==> config.mk <==
export PLATFORM = sky130hd
export DESIGN_NAME = x_uart_tx
export DESIGN_NICKNAME = d
export VERILOG_FILES = /design/src/rtl/x_uart_pkg.sv /design/src/rtl/x_baud_cnt.sv /design/src/rtl/x_uart_tx.sv
export SDC_FILE = /design/constraint.sdc
export NUM_CORES = 1
export LEC_CHECK = 0
export BUFFER_PORTS_ARGS = -buffer_cell sky130_fd_sc_hd__buf_2
export CORE_MARGIN = 1.5
export CORE_UTILIZATION = 50
export DETAILED_ROUTE_END_ITERATION = 10
export GPL_TIMING_DRIVEN = 0
export PLACE_DENSITY = 0.81
export SLEW_MARGIN = 40
export SYNTH_ARGS = -nofsm -noshare
export SYNTH_HDL_FRONTEND = slang
export SYNTH_SLANG_ARGS = --single-unit
==> constraint.sdc <==
create_clock -name i_clk -period 1.5 [get_ports i_clk]
set_input_delay 0.3 -clock i_clk [delete_from_list [all_inputs] [get_ports i_clk]]
set_output_delay 0.3 -clock i_clk [all_outputs]
set_load 0.05 [all_outputs]
==> src/rtl/x_uart_pkg.sv <==
// Shared UART definitions for x_uart_tx and the future x_uart_rx.
package x_uart_pkg;

  typedef enum logic [2:0] {
    IDLE,
    START,
    DATA,
    PARITY,
    STOP
  } tx_state_t;

  localparam int DEFAULT_CLKS_PER_BIT = 87;
  localparam int DATA_BITS            = 8;

endpackage

==> src/rtl/x_baud_cnt.sv <==
// Baud divider: counts 0..CLKS_PER_BIT-1, wraps on its own, ticks on the last count.
module x_baud_cnt
  import x_uart_pkg::*;
#(
  parameter int CLKS_PER_BIT = DEFAULT_CLKS_PER_BIT,
  parameter int CNT_W        = $clog2(CLKS_PER_BIT)
) (
  input  logic i_clk,
  input  logic i_rst,
  input  logic i_clr,
  input  logic i_en,
  output logic o_tick
);

  localparam logic [CNT_W-1:0] LAST = CNT_W'(CLKS_PER_BIT - 1);

  logic [CNT_W-1:0] cnt_q;
  logic [CNT_W-1:0] cnt_d;

  assign o_tick = (cnt_q == LAST);

  always_comb begin
    cnt_d = cnt_q;
    if (i_clr) begin
      cnt_d = '0;
    end else if (i_en) begin
      cnt_d = o_tick ? '0 : cnt_q + CNT_W'(1);
    end
  end

  always_ff @(posedge i_clk) begin
    if (i_rst) begin
      cnt_q <= '0;
    end else begin
      cnt_q <= cnt_d;
    end
  end

endmodule

==> src/rtl/x_uart_tx.sv <==
// UART transmitter, 8N1 by default; define X_UART_TX_PARITY_EN for an even parity bit.
// Handshake: o_accept is high only in IDLE while i_valid is high; the byte is captured on that edge.
module x_uart_tx
  import x_uart_pkg::*;
#(
  parameter int CLKS_PER_BIT = DEFAULT_CLKS_PER_BIT,
  parameter int CNT_W        = $clog2(CLKS_PER_BIT)
) (
  input  logic       i_clk,
  input  logic       i_rst,
  input  logic       i_valid,
  input  logic [7:0] i_data,
  output logic       o_accept,
  output logic       o_tx,
  output logic       o_busy
);

  localparam logic [2:0] LAST_BIT = 3'(DATA_BITS - 1);

  tx_state_t  state_q, state_d;
  logic [7:0] shift_q, shift_d;
  logic [2:0] bit_q, bit_d;
  logic       tx_q, tx_d;
  logic       busy_q, busy_d;
  logic       accept;
  logic       tick;
  logic       cnt_clr;
  logic       cnt_en;
`ifdef X_UART_TX_PARITY_EN
  logic       par_q, par_d;
`endif

  assign cnt_en  = (state_q != IDLE);
  assign cnt_clr = (state_q == IDLE) || (state_d != state_q);

  x_baud_cnt #(
    .CLKS_PER_BIT(CLKS_PER_BIT),
    .CNT_W       (CNT_W)
  ) u_baud_cnt (
    .i_clk (i_clk),
    .i_rst (i_rst),
    .i_clr (cnt_clr),
    .i_en  (cnt_en),
    .o_tick(tick)
  );

  always_comb begin
    state_d = state_q;
    shift_d = shift_q;
    bit_d   = bit_q;
    accept  = 1'b0;
`ifdef X_UART_TX_PARITY_EN
    par_d   = par_q;
`endif
    case (state_q)
      IDLE: begin
        // Reset dominates: no byte is consumed on a reset edge.
        if (i_valid && !i_rst) begin
          accept  = 1'b1;
          shift_d = i_data;
          bit_d   = 3'd0;
          state_d = START;
`ifdef X_UART_TX_PARITY_EN
          par_d   = ^i_data;
`endif
        end
      end
      START: begin
        if (tick) state_d = DATA;
      end
      DATA: begin
        if (tick) begin
          shift_d = shift_q >> 1;
          bit_d   = bit_q + 3'd1;
          if (bit_q == LAST_BIT) begin
`ifdef X_UART_TX_PARITY_EN
            state_d = PARITY;
`else
            state_d = STOP;
`endif
          end
        end
      end
`ifdef X_UART_TX_PARITY_EN
      PARITY: begin
        if (tick) state_d = STOP;
      end
`endif
      STOP: begin
        if (tick) state_d = IDLE;
      end
      default: state_d = IDLE;
    endcase
  end

  // Line level is derived from the next state so o_tx changes on the same edge as the state.
  always_comb begin
    tx_d = 1'b1;
    case (state_d)
      START: tx_d = 1'b0;
      DATA:  tx_d = shift_d[0];
`ifdef X_UART_TX_PARITY_EN
      PARITY: tx_d = par_d;
`endif
      default: tx_d = 1'b1;
    endcase
    busy_d = (state_d != IDLE);
  end

  always_ff @(posedge i_clk) begin
    if (i_rst) begin
      state_q <= IDLE;
      shift_q <= '0;
      bit_q   <= '0;
      tx_q    <= 1'b1;
      busy_q  <= 1'b0;
`ifdef X_UART_TX_PARITY_EN
      par_q   <= 1'b0;
`endif
    end else begin
      state_q <= state_d;
      shift_q <= shift_d;
      bit_q   <= bit_d;
      tx_q    <= tx_d;
      busy_q  <= busy_d;
`ifdef X_UART_TX_PARITY_EN
      par_q   <= par_d;
`endif
    end
  end

  assign o_accept = accept;
  assign o_tx     = tx_q;
  assign o_busy   = busy_q;

endmodule

# After elaboration in Yosys (flattened, before gate mapping)

Cells that the tools add are included.

Register bits after elaboration: 23
Word-level logic and storage cells: 44
Input bits: 11
Output and inout port bits: 3

Eq/ne operators: 10
Add/subtract/negate cells: 2
Mux-type cells: 16
Reductions and logical operators: 9

Operators with widths:

| cell                                                   | count |
|---|---|
| 2-to-1 mux 3 bit                                       | 7 |
| 2-to-1 mux 8 bit                                       | 2 |
| case mux 8 bit (2 select lines)                        | 1 |
| case mux 3 bit (4 select lines)                        | 1 |
| adder 7 x 1 -> 7 bit (second input constant)           | 1 |
| equality test 7 bit (second input constant)            | 1 |
| 2-to-1 mux 7 bit                                       | 1 |
| equality test 3 x 1 -> 1 bit (second input constant)   | 2 |
| equality test 3 x 2 -> 1 bit (second input constant)   | 2 |
| equality test 3 bit (second input constant)            | 2 |
| case mux 3 bit (2 select lines)                        | 1 |
| nonzero test 3 bit                                     | 2 |
| inequality test 2 x 1 -> 1 bit (second input constant) | 2 |
| adder 3 x 1 -> 3 bit (second input constant)           | 1 |
| zero test 3 bit                                        | 1 |
| inequality test 3 bit                                  | 1 |
| AND reduction 3 bit                                    | 1 |
| 2-to-1 mux 1 bit                                       | 2 |
| case mux 1 bit (2 select lines)                        | 1 |
| nonzero test 2 bit                                     | 1 |
| OR reduction 2 bit                                     | 1 |
| logical AND 1 bit                                      | 1 |
| zero test 1 bit                                        | 1 |
| logical OR 1 bit                                       | 1 |

# Depth between registers and ports, before layout

Gate-level depths: netlist of the first run.

Depth after elaboration: 7
Mapped depth: 7
Depth with buffers taken out: 6

# Hierarchy

Synthesis of the first run repeated with hierarchy kept, for this count alone.

Cell total of the unflattened synthesis: 123
Area total of the unflattened synthesis: 1123.6 um^2

By module, submodules not included:

| module     | area each (um^2) | cells an instance | instances | seq. area each (um^2) |
|---|---|---|---|---|
| x_uart_tx  | 757.0            | 79                | 1         | 320.3 |
| x_baud_cnt | 366.6            | 44                | 1         | 140.1 |

# Worst setup path after synthesis of the first run

Ideal clock, no wire load.

Path type: flip-flop to flip-flop
Start point: register state_q[2]
End point: register bit_q[1]
Setup time: 70 ps
Period minus slack after synthesis: 1528 ps
Path slack: -28 ps
Cell stages (with the launch flop): 8
Required time: 1430 ps
Buffers on the path: 2
Data arrival time: 1458 ps
Cells stage by stage: dfxtp_1 clkbuf_2 nor2_1 nand3_1 inv_2 buf_2 o211ai_1 a21oi_1

Cells in the longest elaborated chain, start to end: 3
Elaborated cells on any way between the ends: 7
Classes of those cells: 3 x eq/ne; 1 x mux; 3 x reduce/logical

Ends and longest elaborated chain:

| element                                                                        | RTL line         | source |
|---|---|---|
| start: declaration                                                             | x_uart_tx.sv:20  | `tx_state_t state_q, state_d;` |
| start signal: assignment                                                       | x_uart_tx.sv:121 | `state_q <= state_d;` |
| equality test 3 x 2 -> 1 bit or zero test 3 bit (tied branches)                | x_uart_tx.sv:55  | `case (state_q)` |
| inequality test 2 x 1 -> 1 bit (no line) or nonzero test 2 bit (tied branches) | -                |  |
| AND reduction 3 bit (no line)                                                  | -                |  |
| end signal: assignment                                                         | x_uart_tx.sv:123 | `bit_q <= bit_d;` |
| end: declaration                                                               | x_uart_tx.sv:22  | `logic [2:0] bit_q, bit_d;` |

Several ways; a longest one is shown, not always the timed one.
A chain may end at the register's enable or synchronous reset.

# Worst setup path in the final report of the first run

Start point: register bit_q[1]
End point: register u_baud_cnt.cnt_q[0]

Cells in the longest elaborated chain, start to end: 7

Ends and longest elaborated chain:

| element                         | RTL line         | source |
|---|---|---|
| equality test 3 bit             | x_uart_tx.sv:75  | `if (bit_q == LAST_BIT) begin` |
| 2-to-1 mux 3 bit                | x_uart_tx.sv:75  |  |
| 2-to-1 mux 3 bit                | x_uart_tx.sv:72  | `if (tick) begin` |
| case mux 3 bit (4 select lines) | x_uart_tx.sv:55  |  |
| inequality test 3 bit           | x_uart_tx.sv:34  | `assign cnt_clr = (state_q == IDLE) \|\| (state_d != state_q);` |
| logical OR 1 bit                | x_uart_tx.sv:34  |  |
| OR reduction 2 bit (no line)    | -                |  |
| end signal: assignment          | x_baud_cnt.sv:35 | `cnt_q <= cnt_d;` |
| end: declaration                | x_baud_cnt.sv:17 | `logic [CNT_W-1:0] cnt_q;` |

Every way passes these cells.

==> results.json, run 1 <==
{
  "design_area_um2": 1530,
  "cts_buffers": 3,
  "antenna_found_initial": 0,
  "final_nets": 174,
  "cts_buffer_depth": 2,
  "die_height_um": 50.4,
  "fin_crit_ns": 1.55,
  "violations": "setup timing",
  "remaining_drc_errors": 0,
  "drive_gt1_share_pct": 43.7,
  "place.gp.congestion": 0.798,
  "worstSetupEndpointType": "flop",
  "ys_types": 36,
  "grt_overflow": 0,
  "cp-start-kind": "flop",
  "drtIter0Drc": 48,
  "via_count": 1164,
  "synth_commonest_cells": "dfxtp_1, a21oi_1, nand3_1, nor2_1",
  "hold_class": "input port to flop",
  "skew_ns": 0.00262,
  "worst_slew_pin_slew_ns": 0.518,
  "grt_max_degree": 14,
  "ff2ff_path_depth": 6,
  "utilization_pct": 74.7,
  "reg2reg_slack_ns": -0.05,
  "whs_path_depth": 2,
  "status": "finished with violations",
  "synth.largest_area_cell": "dfxtp_1",
  "first_pass_iters": 4,
  "viasPerCell": 6.29,
  "cts-root-buf": "clkbuf_4",
  "setup_slack_ns": -0.0492,
  "hp-start": "i_data[7]",
  "power.total_w": 0.00110,
  "peakVddDrop_v": 0.000632,
  "leakage_nw": 0.584,
  "clkTransAtPathRegs_ns": 0.13,
  "wl_per_cell_um": 18.5,
  "yosys_warnings": 0,
  "io_pins": 14,
  "drt-total-wl_um": 3430,
  "setup_viol": 10,
  "cap_violations": 0,
  "ant_nets": 0,
  "syn_area_per_cell_um2": 8.84,
  "max_freq_mhz": 646,
  "grt_pass1_wl_um": 4690,
  "synth_top_area_share_pct": 41.0,
  "r2r-end": "u_baud_cnt.cnt_q[0]$_SDFFE_PP0N_",
  "critPathLaunch": "bit_q[1]$_SDFFE_PP0P_",
  "ys_ff_latch": 23,
  "dieWidth_um": 50.4,
  "synth-edff-count": 0,
  "io_buffer_count": 12,
  "required_ns": 1.74,
  "slew_viol_final": 0,
  "r2r_start": "bit_q[1]$_SDFFE_PP0P_",
  "cts_htree_levels": 1,
  "start_util_pct": 55.0,
  "synth.most_common_cell": "dfxtp_1",
  "synth_cells": 127,
  "finalCritPeriodShare_pct": 103,
  "cts_hold_buf": 0,
  "synth_ff_type": "dfxtp_1",
  "grt_util_all_layers_pct": 24.6,
  "synth_seq_area_share_pct": 41.0,
  "syn_area_um2": 1120,
  "finalHoldViolations": 0,
  "grt_pass1_vias": 1035,
  "clock-sinks": 23,
  "synth_nets": 142,
  "rsz0062_at_grt": "true",
  "hpwl_um": 1700,
  "powerDensity_nw_per_um2": 720,
  "instances_no_fill": 185,
  "synthArstFlopShare_pct": 0,
  "slew-limit-headroom_pct": 65.5,
  "synth.area.top_cells": "dfxtp_1, a21oi_1, nand3_1",
  "row_count": 16,
  "place_area_um2": 1220,
  "path_class": "flop to flop",
  "critical_path.max_fanout": 2,
  "dp_cells": 166,
  "min_delay_worst_endpoint": "shift_q[7]$_SDFFE_PP0P_",
  "antenna_cells": 0,
  "cts_tree": "built",
  "critical_path_arrival_ns": 1.79,
  "core-area_um2": 2040,
  "die_area_um2": 2540,
  "worstSkewPairLatency_ns": 0.32,
  "area_delta_synth_final_pct": 35.9
}
-- area by class of cell --
| type | instances | area [µm²] |
|---|---|---|
| clock inverter | 1 | 5.00 |
| buffer | 5 | 31.3 |
| clock buffer | 3 | 22.5 |
| inverter | 3 | 11.3 |
| multi-input combinational | 94 | 746 |
| sequential | 23 | 478 |
| timing repair buffer | 29 | 198 |
| tap | 27 | 33.8 |
| fill | 143 | 517 |
-- sequential cells by signal, summed over array words and instances, names as in the netlist --
signal            cells
shift_q               8
u_baud_cnt.cnt_q      7
bit_q                 3
state_q               3
o_busy                1
o_tx                  1
-- worst max-delay path, cell delays in order, from the launching register on --
cell and delay [ns]:
dfxtp_2 0.36, ha_4 0.16, ha_4 0.14, and3b_2 0.22
a21oi_2 0.17, o21bai_2 0.11, a221oi_2 0.29
-- report_power, final --
group | leakage, nW | switching, W | total, W | internal (W)
Clock | 0.0177 | 0.000202 | 0.000302 | 0.000100
Sequential | 0.192 | 0.00000829 | 0.000633 | 0.000625
Combinational | 0.374 | 0.0000935 | 0.000163 | 0.0000693
-- logic make-up after synthesis --
family / count (synthesis) / synth area share, %
AOI/OAI and AO/OA: 36 / 21.7
xor gates and xnor gates: 6 / 4.68
adders and majority gates: 4 / 4.46
buffers and inverters: 11 / 4.57
DFF: 23 / 41.0
and+or+nand+nor: 47 / 23.5
-- timing repair --
item,in CTS,in global routing
endpoints found under the setup margin,18,22
resized for setup,28,19
pin swaps,6,11
gates cloned,0,1
setup buffers,13,4
-- worst max-delay path by stage --
stage               slack (ns)                          endpoint
floorplan                 0.04                   o_tx$_SDFF_PP1_
finish                   -0.05  u_baud_cnt.cnt_q[0]$_SDFFE_PP0N_
detailed placement       -0.22                          o_accept
global placement         -0.18                          o_accept
global route             -0.11  u_baud_cnt.cnt_q[0]$_SDFFE_PP0N_
CTS                      -0.03                          o_accept
-- metrics by stage --
stage	setup slack, ns	TNS, ns	hold slack [ns]
after detailed placement	-0.221	-1.21	0.462
after global placement	-0.179	-0.713	0.453
after floorplan	0.0355	0	0.426
after CTS	-0.0269	-0.0269	0.185
after global routing	-0.111	-0.716	0.192
final	-0.0492	-0.177	0.185
-- per-layer routing --
layer / vias up / GRT usage (%) / part of all wire [%]
li1: 533 / - / -
met4: 0 / 12.2 / 2.1
met2: 62 / 41.9 / 51
met1: 560 / 29.9 / 40
met5: - / 0 / 0
met3: 9 / 4.17 / 6.8
-- cell usage in the layout (no fill, tap or decap), types with 3 or more instances in the layout --
master	n
a21oi_1	13
dfxtp_1	13
nand2_1	3
nand3_1	10
o211ai_1	3
nand4_1	3
nand2b_1	4
clkbuf_4	3
buf_4	18
xor2_1	6
dfxtp_2	8
a22oi_1	6
buf_2	12
nor2_1	8
(Power assumes the default switching activity.)
==> run 2, diff against run 1 <==
- PLACE_DENSITY: 0.81 -> 0.72
==> results.json, run 2 (synthesis gave the netlist of run 1 again) <==
{
  "via_count": 1119,
  "design_area_um2": 1540,
  "cp_slowest_cell": "dfxtp_2",
  "crit_path_max_incr_delay_ns": 0.36,
  "top_regs": "shift_q x8, u_baud_cnt.cnt_q x7",
  "slew_viol_final": 0,
  "whs_path_depth": 2,
  "regMostFlops": "shift_q",
  "grt_util_all_layers_pct": 22.2,
  "cts_hold_buf": 0,
  "wl_per_cell_um": 16.4,
  "max_freq_mhz": 662,
  "cpMostUsedCell": "ha_4",
  "worstSkewPairLatency_ns": 0.31,
  "final_common_cell": "buf_4",
  "row_count": 16,
  "required_ns": 1.73,
  "cts_tree": "built",
  "grt_overflow": 0,
  "setup_viol": 2,
  "preCtsSetupSlack_ns": -0.240,
  "r2r_start": "bit_q[0]$_SDFFE_PP0P_",
  "critPathBufInv": 0,
  "fin_crit_ns": 1.51,
  "drtIter0Drc": 35,
  "place_area_um2": 1220,
  "crit_family": "compound AO/OA/AOI/OAI gates",
  "leakage_nw": 0.572,
  "hold_ws_ns": 0.208,
  "io_buffer_count": 12,
  "viasPerCell": 6.08,
  "cp_cell_sequence": "ha_4 > ha_4 > and3b_1 > a21oi_1 > o21bai_1 > a221oi_1",
  "worst_slew_pin_slew_ns": 0.553,
  "cp-start-kind": "flop",
  "ant_nets": 0,
  "crit_end": "u_baud_cnt.cnt_q[0]$_SDFFE_PP0N_",
  "cts_buffer_depth": 2,
  "cp_num_cells": 6,
  "area_delta_synth_final_pct": 37.1,
  "antenna_found_initial": 0,
  "die_area_um2": 2540,
  "finalHoldViolations": 0,
  "die_height_um": 50.4,
  "skew_ns": 0.00613,
  "worstSetupEndpointType": "flop",
  "slew-limit-headroom_pct": 63.1,
  "powerDensity_nw_per_um2": 708,
  "critical_path.max_fanout": 3,
  "cap_violations": 0,
  "core-area_um2": 2040,
  "status": "finished with violations",
  "clock-sinks": 23,
  "r2r-end": "u_baud_cnt.cnt_q[0]$_SDFFE_PP0N_",
  "critical_path_arrival_ns": 1.74,
  "hold_class": "input port to flop",
  "final_cell_mix": "buf_4, a21oi_1, dfxtp_1",
  "largest_reg_flops": 8,
  "final_nets": 173,
  "peakVddDrop_v": 0.000480,
  "reg2reg_slack_ns": -0.01,
  "grt_pass1_wl_um": 4420,
  "cts_htree_levels": 1,
  "dieWidth_um": 50.4,
  "clkTransAtPathRegs_ns": 0.13,
  "critPathLaunch": "bit_q[0]$_SDFFE_PP0P_",
  "antenna_cells": 0,
  "first_pass_iters": 4,
  "ff2ff_path_depth": 6,
  "drt-total-wl_um": 3010,
  "drive_gt1_share_pct": 44.6,
  "cts_buffers": 3,
  "grt_pass1_vias": 1028,
  "grt_max_degree": 14,
  "remaining_drc_errors": 0,
  "path_class": "flop to flop",
  "place.gp.congestion": 0.861,
  "violations": "setup timing",
  "finalCritPeriodShare_pct": 101,
  "setup_slack_ns": -0.0116,
  "hpwl_um": 1630,
  "start_util_pct": 55.0,
  "cts-root-buf": "clkbuf_4",
  "io_pins": 14,
  "rsz0062_at_grt": "true"
}
[run 2: worst reg2reg max path: cells and delay by family (launching register included)]
kind	cells	cell delay, ns
adders and majority gates	2	0.30
DFF	1	0.36
and+or+nand+nor	1	0.19
AOI/OAI and AO/OA	3	0.58
[run 2: what timing repair did]
item                       CTS  global route
setup endpoints to repair   19            23
hold endpoints to repair     0             0
resized for setup           24            30
pin swaps                    2            14
setup buffers               13             3
cloned                       0             1
[run 2: where the power goes]
part	total, W	switching [W]	internal, W
registers	0.000633	0.00000850	0.000625
clock network	0.000290	0.000190	0.0000997
logic	0.000166	0.0000923	0.0000739
total	0.00109	0.000291	0.000798
[run 2: cell type report]
| class | count | area, µm² |
|---|---|---|
| Buffer | 5 | 41.3 |
| Clock buffer | 3 | 22.5 |
| Clock inverter | 1 | 5.00 |
| Fill cell | 148 | 503 |
| Inverter | 3 | 11.3 |
| Multi-Input combinational cell | 94 | 753 |
| Sequential cell | 23 | 478 |
| Tap cell | 27 | 33.8 |
| Timing Repair Buffer | 28 | 194 |
[run 2: stage by stage]
step / total power (W) / std cells / util [%] / setup TNS (ns)
after global routing: 0.00113 / 184 / 75.4 / -0.291
after floorplan: 0.000730 / 127 / - / 0
final: 0.00109 / 184 / 75.4 / -0.0212
after detailed placement: 0.000762 / 166 / 59.7 / -1.64
after global placement: 0.000760 / 166 / 59.7 / -1.21
after CTS: 0.00107 / 182 / 68.9 / -0.117
[run 2: worst min-delay path by stage]
stage / startpoint / end / slack [ns]
floorplan: i_data[7] / shift_q[7]$_SDFFE_PP0P_ / 0.43
global placement: bit_q[2]$_SDFFE_PP0P_ / bit_q[2]$_SDFFE_PP0P_ / 0.46
detailed placement: shift_q[2]$_SDFFE_PP0P_ / shift_q[2]$_SDFFE_PP0P_ / 0.46
CTS: i_data[7] / shift_q[7]$_SDFFE_PP0P_ / 0.19
global route: i_data[7] / shift_q[7]$_SDFFE_PP0P_ / 0.19
finish: i_data[7] / shift_q[7]$_SDFFE_PP0P_ / 0.21
[run 2: metal layers]
layer	global-route usage (%)	up-vias	part of all wire, %
met5	0	-	0
li1	-	531	-
met4	5.86	0	1.4
met3	2.98	6	5.1
met2	39.3	48	49
met1	28.3	534	45
